## config.mk

```make
export PLATFORM = sky130hd
export DESIGN_NAME = modsub_arbiter
export DESIGN_NICKNAME = d
export VERILOG_FILES = /design/src/rtl/modsub_arbiter.sv
export SDC_FILE = /design/constraint.sdc
export NUM_CORES = 1
export LEC_CHECK = 0
export ABC_AREA = 1
export CAP_MARGIN = 0
export CELL_PAD_IN_SITES_DETAIL_PLACEMENT = 0
export CELL_PAD_IN_SITES_GLOBAL_PLACEMENT = 1
export CORE_AREA = 2 2 427 429
export DETAILED_ROUTE_END_ITERATION = 10
export DIE_AREA = 0 0 429 431
export PLACE_DENSITY = 0.46
export SYNTH_ARGS = -nofsm -noshare
export SYNTH_HDL_FRONTEND = slang
export SYNTH_SLANG_ARGS = --single-unit
```

## constraint.sdc

```tcl
create_clock -name clk_i -period 4.31 [get_ports clk_i]
set_input_delay 0.862 -clock clk_i [delete_from_list [all_inputs] [get_ports clk_i]]
set_output_delay 0.862 -clock clk_i [all_outputs]
set_load 0.01 [all_outputs]
```

## src/rtl/modsub_arbiter.sv

```systemverilog
// modsub_arbiter: round-robin sequencer sharing one (A - B) mod P unit among NUM_REQ requesters
module modsub_arbiter #(
  parameter int NUM_REQ = 4,
  parameter int WIDTH   = 64,
  parameter int TIMEOUT = 16
) (
  input  logic                     clk_i,
  input  logic                     rst_ni,
  input  logic [NUM_REQ-1:0]       req_valid_i,
  output logic [NUM_REQ-1:0]       req_ready_o,
  input  logic [NUM_REQ*WIDTH-1:0] req_a_i,
  input  logic [NUM_REQ*WIDTH-1:0] req_b_i,
  input  logic [NUM_REQ*WIDTH-1:0] req_p_i,
  output logic [NUM_REQ-1:0]       rsp_valid_o,
  input  logic [NUM_REQ-1:0]       rsp_ready_i,
  output logic [WIDTH-1:0]         rsp_data_o,
  output logic                     rsp_err_o,
  output logic                     sub_start_o,
  output logic [WIDTH-1:0]         sub_a_o,
  output logic [WIDTH-1:0]         sub_b_o,
  output logic [WIDTH-1:0]         sub_p_o,
  input  logic                     sub_finish_i,
  input  logic [WIDTH-1:0]         sub_result_i
);
  localparam int IW = $clog2(NUM_REQ);
  localparam int CW = $clog2(TIMEOUT);
  typedef enum logic [1:0] {IDLE, ISSUE, WAIT, RESP} state_e;
  state_e        state_q;
  logic [IW-1:0] last_q, gnt_q, gnt_d, idx;
  logic [CW-1:0] cnt_q;
  logic          any;
  // search upward from last_grant+1 with wrap; lowest offset wins
  always_comb begin
    gnt_d = last_q;
    any = 1'b0;
    idx = '0;
    for (int i = NUM_REQ; i >= 1; i--) begin
      idx = IW'((int'(last_q) + i) % NUM_REQ);
      if (req_valid_i[idx]) begin
        gnt_d = idx;
        any = 1'b1;
      end
    end
  end
  assign req_ready_o = (state_q == IDLE && any) ? NUM_REQ'(1) << gnt_d : '0;
  // sequencer: accept, pulse start, wait for finish or timeout, hold response until taken
  always_ff @(posedge clk_i or negedge rst_ni) begin
    if (!rst_ni) begin
      state_q     <= IDLE;
      last_q      <= IW'(NUM_REQ - 1);
      gnt_q       <= '0;
      cnt_q       <= '0;
      sub_start_o <= 1'b0;
      sub_a_o     <= '0;
      sub_b_o     <= '0;
      sub_p_o     <= '0;
      rsp_valid_o <= '0;
      rsp_data_o  <= '0;
      rsp_err_o   <= 1'b0;
    end else begin
      sub_start_o <= 1'b0;
      case (state_q)
        IDLE: if (any) begin
          gnt_q       <= gnt_d;
          sub_a_o     <= req_a_i[gnt_d*WIDTH +: WIDTH];
          sub_b_o     <= req_b_i[gnt_d*WIDTH +: WIDTH];
          sub_p_o     <= req_p_i[gnt_d*WIDTH +: WIDTH];
          sub_start_o <= 1'b1;
          state_q     <= ISSUE;
        end
        ISSUE: begin
          cnt_q   <= '0;
          state_q <= WAIT;
        end
        WAIT: if (sub_finish_i || cnt_q == CW'(TIMEOUT - 2)) begin
          rsp_valid_o <= NUM_REQ'(1) << gnt_q;
          rsp_data_o  <= sub_finish_i ? sub_result_i : '0;
          rsp_err_o   <= !sub_finish_i;
          state_q     <= RESP;
        end else begin
          cnt_q <= cnt_q + 1'b1;
        end
        RESP: if (rsp_ready_i[gnt_q]) begin
          rsp_valid_o <= '0;
          last_q      <= gnt_q;
          state_q     <= IDLE;
        end
        default: state_q <= IDLE;
      endcase
    end
  end
endmodule

```

# ---- Word-level counts from Yosys, hierarchy flattened
# Index checks and enable logic that the tools add are counted.
dict set report word_totals {
  register_bits 272
  out_inout_bits 266
  elab_cells 77
}
dict set report classes {
  n_addsub 5
  magnitude_cmp 5
  n_eq_ne 8
  shift 5
  mux 31
  reduce_logical 12
}
# cell count
set ops {}
lappend ops {{$shiftx A256 B9 Y64} 3}
lappend ops {{$mux W64} 1}
lappend ops {{$mux W4} 4}
lappend ops {{$pmux W4 S2} 2}
lappend ops {{$lt A2 B3 Y1 const B} 5}
lappend ops {{$mux W2} 7}
lappend ops {{$mux W1} 11}
lappend ops {{$bmux W1 S2} 5}
lappend ops {{$ne A2 B2 Y1 const B} 4}
lappend ops {{$pmux W2 S4} 1}
lappend ops {{$reduce_and A2 Y1} 4}
lappend ops {{$shl A1 B2 Y4 const A} 2}
lappend ops {{$reduce_and A3 Y1} 2}
lappend ops {{$add A2 B1 Y2 const B} 2}
lappend ops {{$add A2 B2 Y2 const B} 2}
lappend ops {{$add A4 B1 Y4 const B} 1}
lappend ops {{$eq A2 B2 Y1 const B} 2}
lappend ops {{$eq A4 B4 Y1 const B} 1}
lappend ops {{$reduce_bool A2 Y1} 2}
lappend ops {{$eq A2 B1 Y1 const B} 1}
lappend ops {{$logic_not A2 Y1} 1}
lappend ops {{$logic_and A1 B1 Y1} 1}
lappend ops {{$logic_not A1 Y1} 1}
lappend ops {{$logic_or A1 B1 Y1} 1}

# ---- Logic depth before layout (Yosys ltp)
dict set report logic_depth {
  ltp_word 9
  mapped_depth 16
}

# ---- Worst setup path before layout
# OpenSTA, ideal clock, no wires.
dict set report synth_path {
  path_kind {in2out}
  startpoint {input port req_valid_i[1]}
  endpoint {output port req_ready_o[2]}
  arrival_ns 2.124
  required_ns 3.448
  setup_slack_ns 1.324
  path_stages 12
  path_cell_list {inv_1 > o21ai_2 > nand2_1 > nand2_1 > inv_4 > nand2_2 > nor2_4 > nor2_8 > inv_2 > buf_6 > buf_6 > nor3_1}
}
dict set report synth_via {
  elab_chain_cells 8
  elab_cells_between_ends 19
  cone_classes {1 x shift; 17 x mux; 1 x reduce/logical}
}
# item line_no
set synth_rtl {}
lappend synth_rtl {{from (decl)} 9} ;# input logic [NUM_REQ-1:0] req_valid_i,
lappend synth_rtl {{$bmux W1 S2} 39} ;# if (req_valid_i[idx]) begin
lappend synth_rtl {{$mux W1 (implied by the code)} 39}
lappend synth_rtl {{$mux W2 or $mux W1 (tied branches) (4 in series)} 39}
lappend synth_rtl {{$shl A1 B2 Y4 or $logic_and A1 B1 Y1 (tied branches)} 45} ;# assign req_ready_o = (state_q == IDLE && any) ? NUM_REQ'(1) << gnt_d : '0;
lappend synth_rtl {{$mux W4 (*)} 45}
lappend synth_rtl {{to (decl)} 10} ;# output logic [NUM_REQ-1:0] req_ready_o,
# Mark *: on every way between the ends. The rest lies on a longest branch, timed or not. The select of a mux whose other input is x is not followed.

# ---- Final worst setup path
dict set report layout_path {
  startpoint {register last_q[0]}
  endpoint {output port req_ready_o[3]}
}
dict set report layout_via {
  elab_chain_cells 9
  elab_cells_between_ends 23
  cone_classes {4 x add/sub; 1 x shift; 17 x mux; 1 x reduce/logical}
}
# item line_no
set layout_rtl {}
lappend layout_rtl {{from (decl)} 29} ;# logic [IW-1:0] last_q, gnt_q, gnt_d, idx;
lappend layout_rtl {{from (signal assigned)} 50} ;# last_q <= IW'(NUM_REQ - 1);
lappend layout_rtl {{from (signal assigned)} 85} ;# last_q <= gnt_q;
lappend layout_rtl {{$add A2 B1 Y2} 38} ;# idx = IW'((int'(last_q) + i) % NUM_REQ);
lappend layout_rtl {{$bmux W1 S2} 39}
lappend layout_rtl {{$mux W1 (implied by the code)} 39}
lappend layout_rtl {{$mux W2 or $mux W1 (tied branches) (4 in series)} 39}
lappend layout_rtl {{$shl A1 B2 Y4 or $logic_and A1 B1 Y1 (tied branches)} 45}
lappend layout_rtl {{$mux W4 (*)} 45}
# Marked as above.

==> results.cfg <==
[run_status]
status = finished clean

[timing]
fmax_mhz = 249
period_minus_slack_ps = 4020
fin_skew_ps = 35.3
period_share_pct = 93.4
layout_setup_ws_ps = 286
hold_viol_final = 0
setup_viol = 0
relSlewSlack_pct = 36.6
slew_violations = 0
timing.hold.ws_ps = 226
tns_ps = 0
tightest_slew_ps = 950
rsz0062_at_grt = no

[yosys]
synth-seq-cells = 272
yosysMostFrequentCell = nand2_1
synth_area_sq_mm = 0.0207
synth-edff-count = 0
async_reset_ff_share_pct = 100
yosysTopAreaCellShare_pct = 32.7
yosys-top-cells-area = dfrtp_1 (33%), nand3_1 (23%), nand2_1 (18%), inv_1 (14%), buf_2 (4.1%)
synthTopCellsByCount = nand2_1 (1,007), nand3_1 (968), inv_1 (788), dfrtp_1 (270), buf_2 (171)
synth_warnings = 0
synthCells = 3403
synth_top_flop_cell = dfrtp_1
synth_area_leader_cell = dfrtp_1
syn_avg_cell_area_sq_um = 6.07
synthDistinctLibCells = 27
synth_nets = 4252
ys_seq_area_share_pct = 33.0

[placed_design]
port_buffers = 1108
dpl_worst_slack_ps = 130
finalWeightedCongestion = 0.856
hpwl_microns = 112000
dp_cells = 6706

[clock_tree]
cts_resized = 2
cts_tree = built
cts.sink_count = 272
post_cts_buffers = 0
htree_num_levels = 2
clock_path_buffers = 3
cts-root-buf = clkbuf_16
hold_buffers = 0
cts.clk_slew.worst_paths_ps = 60
clkLatencyLatePin_ps = 610
cts_buffers = 44

[critical_path]
end_kind = primary output
required_ps = 3450
cp-startpoint = last_q[0]
startpoint_type = flop
reg2reg_slack_ps = 830
crit_end = req_ready_o[3]
r2r-end = sub_b_o[46]
crit_type = flop to primary output
arrival_ps = 3160
cp_max_fo = 11
rr_startpoint = last_q[0]
reg2reg_depth = 17

[die]
die_h_microns = 431
die_w_microns = 429
dieArea_sq_mm = 0.185
coreArea_sq_mm = 0.180
start_util_pct = 11.5
io_pins = 1109
rows = 156

[power_and_ir_drop]
leakage_nw = 18.6
p_per_area_mw_per_mm2 = 849
ir_worst_vdd_uv = 1290

[run]
maxCapViolations = 0

[drt]
dr.pass1.iters = 4
drcViolationCount = 0
ant_nets = 0
post_drt_wl_per_cell_microns = 21.5
dr.first_iter.drc_count = 1296
num_vias = 25200
drt-total-wl_microns = 146000
viasPerCell = 3.71

[grt]
grt.overflow.total = 0
antenna_found_initial = 37
grt_pass1_vias = 25800
grt_use_total_pct = 15.2
grt_pass1_wl_microns = 203000
grt_start_max_net_pins = 123

[min_path]
hp-class = input port to async pin

[final_layout]
stdcell_count = 6801
final.fill_count = 20700
area_delta_synth_final_pct = 73.7
drive_above_1_share_pct = 3.94
nets = 5231
[routing by layer]
metal,GRT usage [%],routed length (microns),up-vias
met2,28.5,77100,720
li1,-,-,12400
met1,17.1,57700,12000
met3,3.57,7930,160
met5,0,210,-
met4,3.73,3440,32
[cells by family after synthesis]
group,after synthesis,share of synthesized area [%]
buffers and inverters,1039,20.8
AOI/OAI and AO/OA,84,3.23
xor gates and xnor gates,2,0.0848
and+or+nand+nor,2000,42.6
DFF,272,33.0
adders and majority gates,6,0.363
[critical path, stage by stage (launching register included)]
cell and delay, ps:
dfstp_2 720, inv_2 190, nand2_1 120, a22o_1 160, nor2_1 60, nand2_1 150, nand2_8 100, inv_8 60
nand2_1 70, a21oi_2 210, buf_4 170, clkdlybuf4s50_1 540
[cells in the final DEF (no fill, tap or decap), drive strengths merged]
cell type,n
a21oi,6
a22o,65
buf,71
bufinv,4
clkbuf,55
clkdlybuf4s50,1104
clkinv,17
clkinvlp,4
dfrtp,270
dfstp,2
diode,13
dlymetal6s2s,3
ha,6
inv,796
nand2,1013
nand3,969
nor2,15
nor3,2
nor3b,1
o21ai,13
xor2,2
[area by class of cell]
class	instances	area, sq um	share of cell area [%]
clock inverter	27	312	0.868
sequential	272	6810	19.0
antenna	13	32.5	0.0907
multi-input combinational	2092	9620	26.8
inverter	794	3000	8.36
clock buffer	55	1210	3.38
timing repair buffer	1178	11900	33.3
tap	2370	2970	8.27
[report_power, final]
part	internal [mW]	leakage [nW]	switching [mW]
logic	7.70	14.5	14.2
registers	3.84	3.39	0.809
clock network	2.26	0.746	1.61
[state kept, by name (all words and copies together) (netlist names)]
register	count
state_q	2
rsp_valid_o	4
sub_start_o	1
sub_a_o	64
rsp_data_o	64
sub_p_o	64
sub_b_o	64
last_q	2
cnt_q	4
rsp_err_o	1
gnt_q	2
[worst min path at each step]
stage / start / end
2_1_floorplan: last_q[1] / last_q[1]
3_5_place_dp: sub_p_o[18] / sub_p_o[18]
6_report: rst_ni / sub_a_o[24]
3_3_place_gp: sub_a_o[14] / sub_a_o[14]
5_1_grt: rst_ni / sub_a_o[24]
4_1_cts: rst_ni / sub_a_o[24]
[through the flow]
step | cell area, sq um | power [mW] | utilization [%]
6_report | 35900 | 30.5 | 19.9
3_3_place_gp | 34300 | 27.5 | 19.0
2_1_floorplan | 20700 | 17.1 | -
3_5_place_dp | 34300 | 27.4 | 19.0
5_1_grt | 35900 | 33.2 | 19.9
4_1_cts | 35800 | 31.5 | 19.9
(Power assumes the default switching activity.)
